`src/rtl/disparo_jugador.sv`:
```
// rtl/disparo_jugador.sv - Battleship attack stage: shot cursor, hit/miss marking, sink and victory tracking
module disparo_jugador #(
   parameter int N_CELDAS = 15
) (
   input  logic                  clk,
   input  logic                  rst_n,
   input  logic                  en_disparo,
   input  logic                  nuevo_juego,
   input  logic                  izquierda,
   input  logic                  arriba,
   input  logic                  abajo,
   input  logic                  derecha,
   input  logic                  disparar,
   input  logic [4:0][4:0][3:0]  matriz_enemigo,
   output logic [4:0][4:0][3:0]  matriz_disparos,
   output logic [2:0]            posicion_x,
   output logic [2:0]            posicion_y,
   output logic                  acierto,
   output logic                  fallo,
   output logic                  hundido,
   output logic [2:0]            barco_hundido,
   output logic                  fin_turno,
   output logic                  victoria
);

   typedef enum logic [2:0] {IDLE, CARGA, APUNTAR, EVAL, GANADO} estado_t;

   localparam logic [3:0] META = 4'(N_CELDAS);

   estado_t              estado, estado_sig;
   logic                 cargado;
   logic [4:0][4:0][3:0] tablero;
   logic [2:0]           obj_x, obj_y;
   logic [4:0][2:0]      golpes;
   logic [3:0]           total;

   logic [3:0] valor;
   logic [2:0] id_barco, idx;
   logic       es_barco, hunde, gana, celda_libre, pausa;

   // Board values 6..15 fall outside 1..5 and are evaluated as water.
   assign valor       = tablero[obj_y][obj_x];
   assign es_barco    = (valor >= 4'd1) && (valor <= 4'd5);
   assign id_barco    = valor[2:0];
   assign idx         = id_barco - 3'd1;
   assign hunde       = (golpes[idx] + 3'd1) == id_barco;
   assign gana        = (total + 4'd1) == META;
   assign celda_libre = matriz_disparos[posicion_y][posicion_x] == 4'd0;
   assign pausa       = (estado != GANADO) && !en_disparo;

   always_ff @(posedge clk or negedge rst_n) begin
      if (!rst_n) estado <= IDLE;
      else        estado <= estado_sig;
   end

   always_comb begin
      estado_sig = estado;
      if (nuevo_juego) begin
         estado_sig = IDLE;
      end else if (pausa) begin
         estado_sig = IDLE;
      end else begin
         case (estado)
            IDLE:    estado_sig = cargado ? APUNTAR : CARGA;
            CARGA:   estado_sig = APUNTAR;
            APUNTAR: if (disparar && celda_libre) estado_sig = EVAL;
            EVAL:    estado_sig = (es_barco && gana) ? GANADO : APUNTAR;
            GANADO:  estado_sig = GANADO;
            default: estado_sig = IDLE;
         endcase
      end
   end

   always_ff @(posedge clk or negedge rst_n) begin
      if (!rst_n) begin
         cargado         <= 1'b0;
         tablero         <= '0;
         matriz_disparos <= '0;
         obj_x           <= '0;
         obj_y           <= '0;
         golpes          <= '0;
         total           <= '0;
         posicion_x      <= 3'd4;
         posicion_y      <= 3'd4;
         acierto         <= 1'b0;
         fallo           <= 1'b0;
         hundido         <= 1'b0;
         fin_turno       <= 1'b0;
         barco_hundido   <= '0;
         victoria        <= 1'b0;
      end else begin
         acierto   <= 1'b0;
         fallo     <= 1'b0;
         hundido   <= 1'b0;
         fin_turno <= 1'b0;
         if (nuevo_juego) begin
            cargado         <= 1'b0;
            matriz_disparos <= '0;
            golpes          <= '0;
            total           <= '0;
            posicion_x      <= 3'd4;
            posicion_y      <= 3'd4;
            barco_hundido   <= '0;
            victoria        <= 1'b0;
         end else if (!pausa) begin
            case (estado)
               CARGA: begin
                  tablero <= matriz_enemigo;
                  cargado <= 1'b1;
               end
               APUNTAR: begin
                  // A fire pulse swallows any move in the same cycle, even if the shot is refused.
                  if (disparar) begin
                     if (celda_libre) begin
                        obj_x <= posicion_x;
                        obj_y <= posicion_y;
                     end
                  end else begin
                     if (arriba && !abajo && posicion_y != 3'd4)     posicion_y <= posicion_y + 3'd1;
                     if (abajo && !arriba && posicion_y != 3'd0)     posicion_y <= posicion_y - 3'd1;
                     if (izquierda && !derecha && posicion_x != 3'd4) posicion_x <= posicion_x + 3'd1;
                     if (derecha && !izquierda && posicion_x != 3'd0) posicion_x <= posicion_x - 3'd1;
                  end
               end
               EVAL: begin
                  if (es_barco) begin
                     matriz_disparos[obj_y][obj_x] <= 4'd9;
                     acierto     <= 1'b1;
                     golpes[idx] <= golpes[idx] + 3'd1;
                     total       <= total + 4'd1;
                     if (hunde) begin
                        hundido       <= 1'b1;
                        barco_hundido <= id_barco;
                     end
                     if (gana) victoria <= 1'b1;
                  end else begin
                     matriz_disparos[obj_y][obj_x] <= 4'd8;
                     fallo     <= 1'b1;
                     fin_turno <= 1'b1;
                  end
               end
               default: ;
            endcase
         end
      end
   end

endmodule

```
`config.mk`:
```
export PLATFORM = sky130hd
export DESIGN_NAME = disparo_jugador
export DESIGN_NICKNAME = d
export VERILOG_FILES = /design/src/rtl/disparo_jugador.sv
export SDC_FILE = /design/constraint.sdc
export NUM_CORES = 1
export LEC_CHECK = 0
export ABC_AREA = 1
export CORE_ASPECT_RATIO = 1.2
export CORE_MARGIN = 5
export CORE_UTILIZATION = 40
export DETAILED_ROUTE_END_ITERATION = 16
export DONT_BUFFER_PORTS = 1
export HOLD_SLACK_MARGIN = 0.02
export PLACE_DENSITY_LB_ADDON = 0.2
export SETUP_SLACK_MARGIN = 0.2
export SLEW_MARGIN = 20
export SYNTH_ARGS = -nofsm -noshare
export SYNTH_HDL_FRONTEND = slang
export SYNTH_SLANG_ARGS = --single-unit
```
`constraint.sdc`:
```
create_clock -name clk -period 8.48 [get_ports clk]
set_input_delay 0 -clock clk [delete_from_list [all_inputs] [get_ports clk]]
set_output_delay 0 -clock clk [all_outputs]
set_load 0.02 [all_outputs]
```
==> results of run 1 <==
-- cell families after synthesis --
kind of cell,count (synthesis),share of synthesized area (%)
flops,242,52.94
fa+ha+maj,7,0.8966
xor+xnor,6,0.4592
compound gates,201,10.70
buf+inv,253,8.692
simple gates,720,26.31
-- sequential cells by signal, indices dropped and copies added (netlist names) --
| register | flops |
|---|---|
| matriz_disparos | 100 |
| tablero | 100 |
| golpes | 15 |
| total | 4 |
| barco_hundido | 3 |
| estado | 3 |
| obj_x | 3 |
| obj_y | 3 |
| posicion_x | 3 |
| posicion_y | 3 |
| acierto | 1 |
| cargado | 1 |
| fin_turno | 1 |
| hundido | 1 |
| victoria | 1 |
-- where the power goes --
| part | internal (mW) | switching [mW] | total, mW |
|---|---|---|---|
| Clock | 0.837 | 0.474 | 1.31 |
| Combinational | 0.321 | 0.702 | 1.02 |
| Sequential | 1.35 | 0.182 | 1.53 |
| Total | 2.50 | 1.36 | 3.86 |
-- final timing paths --
path                        startpoint                to  cells after the start
setup / recovery              obj_y[0]  barco_hundido[0]                     28
hold / removal                   rst_n     posicion_y[0]                      2
setup reg to reg              obj_y[0]  barco_hundido[0]                     28
hold reg to reg            tablero[36]       tablero[36]                      2
max in group asynchronous        rst_n       tablero[68]                      3
min in group clk               derecha     posicion_x[0]                      6
-- layout by cell type, fill, tap and decap left out, drive strengths merged, types with 3 or more instances in the layout --
cell         count
nand3           81
nor2           179
a211oi           4
xor2             5
inv            199
dlygate4sd3    114
nor4             5
dfrtp          240
o31ai            5
nand4           18
a21oi           37
o211ai           4
a22o             3
o41ai            5
o2bb2ai          7
a32o            14
buf             12
bufinv           6
clkinv           3
nor3            14
o21ai           96
clkbuf          37
ha               5
nand2          420
o22ai           13
-- per-layer routing --
metal	GRT usage [%]	vias up	share of wire [%]
met5	0	-	0
met4	4.684	0	1.9
met3	4.513	51	7.6
met2	36.24	315	48
met1	28.94	4701	43
li1	-	4737	-
-- final cells by class --
cell class	count	area share (%)
sequential	242	43.35
multi-input combinational	934	31.49
timing repair buffer	126	9.212
clock buffer	37	5.748
inverter	199	5.363
tap	379	3.393
clock inverter	10	1.450
-- worst max-delay path: cells and delay by family, from the launching register on --
family          cells  cell delay (ps)
simple gates       19             2360
flops               1              760
buf+inv             5              740
fa+ha+maj           2              510
compound gates      2              360
-- through the flow --
step | utilization [%] | setup WS (ps) | std cells | power (mW)
2_1_floorplan | - | 4813 | 1429 | 2.212
3_3_place_gp | 41.83 | 3709 | 1763 | 2.470
3_5_place_dp | 41.83 | 3682 | 1763 | 2.481
4_1_cts | 49.65 | 3599 | 1926 | 3.888
5_1_grt | 49.77 | 2985 | 1927 | 4.096
6_report | 49.77 | 3631 | 1927 | 3.863
==> out/metrics.yaml, run 1 <==
status:
  status: "finished, final reports clean"
synthesis:
  synth.most_common_cell: "nand2_1"
  syn_inst: 1429
  seq_area_frac_synth_pct: 52.94
  synthFlopType: "dfrtp_1"
  synth_cell_type_count: 48
  yosys.area.top_type_share_pct: 52.48
  syn-num-nets: 1545
  avgSynthCellArea_um2: 8.008
  yosysTopAreaCell: "dfrtp_1"
  synth_common_cells: "nand2_1 (413), dfrtp_1 (240), inv_1 (193), nor2_1 (170), o21ai_0 (94)"
  synth-edff-count: 0
  synth_area_um2: 11440
  yosys_warnings: 0
  synth_area_leaders: "dfrtp_1 (52%), nand2_1 (14%), inv_1 (6.3%)"
  ys_async_sr_fraction_pct: 100.0
  synth-seq-cells: 242
cells_and_area:
  drive_gt1_share_pct: 5.814
  antenna_cells: 0
  regArea_um2: 6058
  final_area_um2: 13980
  multi_input_area_um2: 4400
  layout.nets: 1645
  num-fill-cells: 2661
  area.growth.synth_to_final_pct: 22.13
timing:
  hold_viol_final: 0
  final.setup.tns_ps: 0
  fin_crit_sh_pct: 57.18
  fin_crit_ps: 4849
  max-slew-margin-rel_pct: 35.18
  setup_viol: 0
  finClkSkew_ps: 11.24
  drv_slew: 0
  rsz0062_at_grt: "false"
  hold_ws_ps: 56.56
  max_slew.worst_pin.slew_ps: 968.7
  max_freq_mhz: 206.2
global_route:
  overflow: 0
  antenna_found_initial: 0
  grt_max_degree: 243
  grt_pass1_vias: 9964
  grt_usage_pct: 21.60
  grt_first_pass_wirelength_um: 55390
floorplan:
  die-area_um2: 32110
  die_x_um: 164.4
  initial_core_util_pct: 40.75
  dieHeight_um: 195.3
  placementRows: 67
  io_pins: 223
  coreArea_um2: 28080
worst_setup_path:
  cpMaxStageDelayCell: "dfrtp_1"
  slowest_delay_ps: 760
  cpMostUsedCell: "nand2_1"
  start_kind: "flop"
  r2r_setup_slack_ps: 3630
  path_class: "flop to flop"
  path_max_fanout: 17
  cp_data_required_time_ps: 8890
  crit_arrival_ps: 5260
  crit_path_end_kind: "flop"
clocking:
  clock-root-buffer: "clkbuf_16"
  cts_sinks: 242
  postCtsSetupBuffers: 0
  clock_latency_ps: 530
  cts_max_level: 1
  cts-resized-gates: 0
  postCtsHoldBufs: 116
  cts_tree: "yes"
  numCtsBuffers: 26
  path_clk_slew_ps: 60
  clockBufferDepth: 3
placed_design:
  place.gp.congestion: 0.8276
  post_dp_cell_area_um2: 11750
  portBuffers: 0
  hpwl_um: 23780
route:
  vias: 9804
  detail-route-antenna-nets: 0
  drt_pass1_iterations: 7
  avgRoutedWirePerCell_um: 18.13
  wl_um: 34930
  drc: 0
  via_per_inst: 5.088
  drt-initial-drc-count: 699
power:
  leakage_nw: 6.554
  powerDensity_nw_per_um2: 276.4
  max-vdd-ir-drop_v: 0.0001846
hold_path:
  min-delay-path-class: "primary input to async pin"
job:
  cap_violations: 0
(Power assumes the default switching activity.)
==> inputs of run 2 (changes only) <==
Clock period 8.48 ns to 4.15 ns, I/O delays scaled along.
==> run 2 against run 1 <==
The flow now finishes with violations (negative hold slack). Clock skew down 2.4 ps. Die area stayed put. Critical path depth shrank 1. Utilization is 0.33 points higher. Combinational power increased by 130%.
==> out/metrics.yaml, run 2 (synthesis gave the netlist of run 1 again) <==
placed_design:
  hpwl_um: 24990
  place.gp.congestion: 0.8701
  post_dp_cell_area_um2: 11910
  post-place-cells: 1783
  portBuffers: 0
worst_setup_path:
  critPathLaunch: "obj_y[2]"
  path_class: "flop to flop"
  endpoint: "barco_hundido[2]"
  crit_path_end_kind: "flop"
  start_kind: "flop"
  r2r_cells: 27
  path_max_fanout: 8
  r2r-end: "barco_hundido[2]"
  r2r_setup_slack_ps: 520
  cp_data_required_time_ps: 4570
  r2r-start: "obj_y[2]"
  crit_arrival_ps: 4060
timing:
  finClkSkew_ps: 8.835
  fin_crit_ps: 3634
  rsz0062_at_grt: "false"
  final.setup.tns_ps: 0
  max_slew.worst_pin.slew_ps: 799.6
  hold_ws_ps: -839.8
  setup_viol: 0
  hold_viol_final: 242
  drv_slew: 0
  max-slew-margin-rel_pct: 46.63
  max_freq_mhz: 275.2
  fin_crit_sh_pct: 87.57
global_route:
  grt_first_pass_wirelength_um: 55280
  grt_max_degree: 243
  grt_pass1_vias: 10050
  antenna_found_initial: 0
  grt_usage_pct: 21.57
  overflow: 0
cells_and_area:
  reg_top3: "matriz_disparos (100), tablero (100), golpes (15)"
  area.growth.synth_to_final_pct: 22.93
  final_area_um2: 14070
  drive_gt1_share_pct: 7.893
  layout_common_cells: "nand2_1 (411), dfrtp_1 (237), inv_1 (189)"
  antenna_cells: 0
  num-fill-cells: 2666
  layout.nets: 1667
  final_common_cell: "nand2_1"
  final_cell_count_no_fill: 1950
power:
  leakage_nw: 6.607
  clkPwrFrac_pct: 30.7
  seqPwrFrac_pct: 39.3
  powerDensity_nw_per_um2: 558.6
  max-vdd-ir-drop_v: 0.0003495
  power_frac_comb_pct: 30.0
  switchingPower_mw: 2.840
  p_int_mw: 5.018
  switching_share_pct: 36.15
job:
  cap_violations: 0
floorplan:
  placementRows: 67
  die_x_um: 164.4
  die-area_um2: 32110
  initial_core_util_pct: 40.75
  dieHeight_um: 195.3
  io_pins: 223
  coreArea_um2: 28080
status:
  failed_checks: "negative hold slack"
  status: "finished, violations left"
clocking:
  path_clk_slew_ps: 60
  postCtsHoldBufs: 114
  cts_max_level: 1
  cts_tree: "yes"
  numCtsBuffers: 27
  clock_latency_ps: 540
  clockBufferDepth: 3
  cts_sinks: 242
  clock-root-buffer: "clkbuf_16"
route:
  drt_pass1_iterations: 5
  vias: 10010
  detail-route-antenna-nets: 0
  drt-initial-drc-count: 856
  wl_um: 35460
  drc: 0
  via_per_inst: 5.135
  avgRoutedWirePerCell_um: 18.18
hold_path:
  min-delay-path-class: "primary input to async pin"
[run 2: cell count changes in the layout (fill, tap and decap cells not counted), sizes merged]
| cell | delta |
|---|---|
| buf | +22 |
| dlygate4sd3 | -1 |
| bufinv | -5 |
| clkbuf | +2 |
| inv | +1 |
| clkinv | +4 |
[run 2: what timing repair did]
action	4_1_cts	5_1_grt
buffers inserted	0	4
setup endpoints to repair	4	10
resized for setup	3	19
hold endpoints to repair	404	242
pin swaps	0	5
[run 2: critical path, stage by stage (launching register included)]
cell,delay (ps)
dfrtp_2,490
nor2_8,170
nand2_4,90
buf_6,150
o22ai_1,150
a21oi_1,60
a21oi_1,140
nor2_1,90
nand2_1,90
inv_1,60
ha_1,190
inv_1,60
o21bai_1,120
nand2_2,110
inv_2,90
nor2_2,50
nand2_1,70
nor2_1,40
a221oi_1,200
nand3_1,160
ha_4,250
nand3b_1,170
nand2_2,90
nand2_1,80
nor2_4,130
nand2_2,90
nand3_1,70
nand2_1,60
[run 2: worst min-delay path by stage]
stage	end	cells after the start
after floorplan	acierto	0
after global placement	matriz_disparos[37]	0
after detailed placement	matriz_disparos[38]	0
after CTS	matriz_disparos[70]	0
after global routing	matriz_disparos[38]	0
final	matriz_disparos[38]	0
[run 2: power groups by stage]
stage / combinational (mW) / clock, mW / sequential, mW
after floorplan: 1.55 / 0 / 2.97
after global placement: 2.09 / 0 / 3.12
after detailed placement: 2.13 / 0 / 3.12
after CTS: 2.25 / 2.47 / 3.08
after global routing: 2.64 / 2.57 / 3.13
final: 2.36 / 2.41 / 3.09
[run 2: metal layers]
layer / vias to the layer above / track usage, % / share of wire, %
met5: - / 0 / 0
met4: 0 / 6.102 / 2.8
met3: 66 / 4.239 / 7.9
met2: 382 / 36.15 / 47
met1: 4784 / 28.46 / 42
li1: 4782 / - / -
[run 2: layout make-up]
| type | instances | area, µm² | area share (%) |
|---|---|---|---|
| clock buffers | 39 | 820.8 | 5.835 |
| clock inverters | 10 | 88.84 | 0.6315 |
| inverters | 199 | 757.0 | 5.381 |
| multi-input cells | 934 | 4438 | 31.55 |
| flip-flops and latches | 242 | 6062 | 43.09 |
| well taps | 379 | 474.2 | 3.371 |
| repair buffers | 147 | 1426 | 10.14 |
[run 2: through the flow]
step                util [%]  worst slack [ps]  power (mW)
detailed placement     42.41             102.4       5.246
finish                 50.09             515.7       7.858
CTS                    49.77             214.9       7.801
floorplan                  -             482.7       4.521
global placement       42.41             228.2       5.202
global route           50.09             184.8       8.336
==> inputs of run 3 (changes only) <==
Settings changed: PLACE_DENSITY_LB_ADDON 0.2 to default.
==> run 3 against run 2 <==
The run still ends with negative hold slack left. Via count down 0.25%. Die area did not move. Sequential power about the same. Clock power increased by 8.3%. First-iteration DRC count down 3.4%. Setup slack got worse by 68 ps. Non-clock buffer count down 4. Largest power group unchanged.
==> out/metrics.yaml, run 3 (synthesis gave the netlist of run 1 again) <==
timing:
  rsz0062_at_grt: "false"
  drv_slew: 0
  setup_viol: 0
  fin_crit_ps: 3703
  max_slew.worst_pin.slew_ps: 811.7
  max_freq_mhz: 270.1
  max-slew-margin-rel_pct: 45.83
  finClkSkew_ps: 12.93
  hold_ws_ps: -832.7
  final.setup.tns_ps: 0
  fin_crit_sh_pct: 89.22
  hold_viol_final: 242
  finalWorstSetupSlack_ps: 447.2
global_route:
  grt_usage_pct: 21.53
  grt_first_pass_wirelength_um: 55170
  grt_pass1_vias: 10150
  overflow: 0
  grt_max_degree: 243
  antenna_found_initial: 0
power:
  leakage_nw: 6.607
  powerDensity_nw_per_um2: 565.9
  max-vdd-ir-drop_v: 0.0003903
  p_total_mw: 7.984
route:
  detail-route-antenna-nets: 0
  wl_met3_um: 3019
  drt-initial-drc-count: 827
  vias: 9989
  met1Wirelength_um: 14350
  drt_pass1_iterations: 5
  wl_um: 35440
  avgRoutedWirePerCell_um: 18.20
  via_per_inst: 5.130
  wl_met2_um: 16890
  top_layer: "met4"
  drc: 0
status:
  status: "finished, violations left"
  failed_checks: "negative hold slack"
worst_setup_path:
  path_class: "flop to flop"
  path_max_fanout: 9
  crit_arrival_ps: 4120
  start_kind: "flop"
  cp_data_required_time_ps: 4570
  crit_path_end_kind: "flop"
placed_design:
  pre_cts_ws_ps: 137.7
  portBuffers: 0
  place.gp.congestion: 0.8798
  post-place-cells: 1780
  hpwl_um: 24670
  post_dp_cell_area_um2: 11880
floorplan:
  die-area_um2: 32110
  die_x_um: 164.4
  dieHeight_um: 195.3
  initial_core_util_pct: 40.75
  coreArea_um2: 28080
  placementRows: 67
  io_pins: 223
clocking:
  numCtsBuffers: 27
  cts_sinks: 242
  clock_latency_ps: 530
  clockBufferDepth: 3
  clock-root-buffer: "clkbuf_16"
  cts_max_level: 1
  path_clk_slew_ps: 60
  postCtsHoldBufs: 115
  cts_tree: "yes"
cells_and_area:
  num-fill-cells: 2646
  area.growth.synth_to_final_pct: 23.30
  layout_common_cells: "nand2_1 (411), dfrtp_1 (237), inv_1 (191)"
  reg_top3: "matriz_disparos (100), tablero (100), golpes (15)"
  antenna_cells: 0
  final_cell_count_no_fill: 1947
  final_common_cell: "nand2_1"
  drive_gt1_share_pct: 7.526
  layout.nets: 1663
  final_area_um2: 14110
job:
  cap_violations: 0
hold_path:
  min-delay-path-class: "primary input to async pin"
run 3: cell count changes in the layout (fill, tap and decap cells not counted), sizes merged:
cell,delta
bufinv,+4
clkinvlp,+2
dlygate4sd3,+1
buf,-5
clkinv,-5
run 3: timing repair:
action,CTS,global route
pin swaps,0,7
setup endpoints to repair,3,12
resized for setup,4,14
endpoints found under the hold margin,417,242
buffers inserted,0,2
run 3: through the flow:
| stage | hold slack [ps] | util (%) |
|---|---|---|
| 2_1_floorplan | -295.6 | - |
| 3_3_place_gp | -283.4 | 42.29 |
| 3_5_place_dp | -287.5 | 42.29 |
| 4_1_cts | -862.0 | 49.98 |
| 5_1_grt | -855.0 | 50.24 |
| 6_report | -832.7 | 50.24 |
run 3: worst paths after layout:
check                                   start                   to  slack [ps]  cells past startpoint
max                                  obj_y[1]     barco_hundido[1]         450                     25
max in group asynchronous               rst_n             obj_y[1]        4350                      0
min in group clk           matriz_enemigo[76]          tablero[76]         120                      3
min reg2reg                       tablero[12]          tablero[12]         490                      2
max reg2reg                          obj_y[1]     barco_hundido[1]         450                     25
min                                     rst_n  matriz_disparos[69]        -830                      0
run 3: critical path, stage by stage (launching register included):
cell,delay (ps)
dfrtp_2,460
buf_6,170
nor2_4,130
nand2_4,60
buf_4,170
o22ai_2,150
a211oi_2,60
nor2_1,140
nor2_2,70
nand2_2,90
inv_1,60
ha_1,340
inv_1,110
nor2_1,150
nand2_1,70
nand2_1,100
nand3_2,150
inv_1,200
ha_4,250
nand3b_1,150
nand2_1,70
nand2_1,80
nor2_4,130
nand2_2,90
nand3_1,80
nand2_1,50
run 3: power by group:
| part | switching (mW) | internal, mW |
|---|---|---|
| clock network | 0.988 | 1.62 |
| registers | 0.331 | 2.76 |
| logic | 1.52 | 0.770 |
| total | 2.84 | 5.15 |
run 3: layout make-up:
type	instances	area, µm²	share of cell area, %
Sequential cell	242	6062	42.96
Multi-Input combinational cell	934	4458	31.60
Timing Repair Buffer	143	1379	9.772
Clock buffer	39	780.7	5.533
Inverter	199	749.5	5.312
Tap cell	379	474.2	3.361
Clock inverter	11	206.4	1.463
run 3: routing by layer:
layer / vias up / track usage, %
met2: 395 / 36.50
met3: 74 / 4.745
met5: - / 0
li1: 4760 / -
met4: 0 / 7.057
met1: 4760 / 27.31
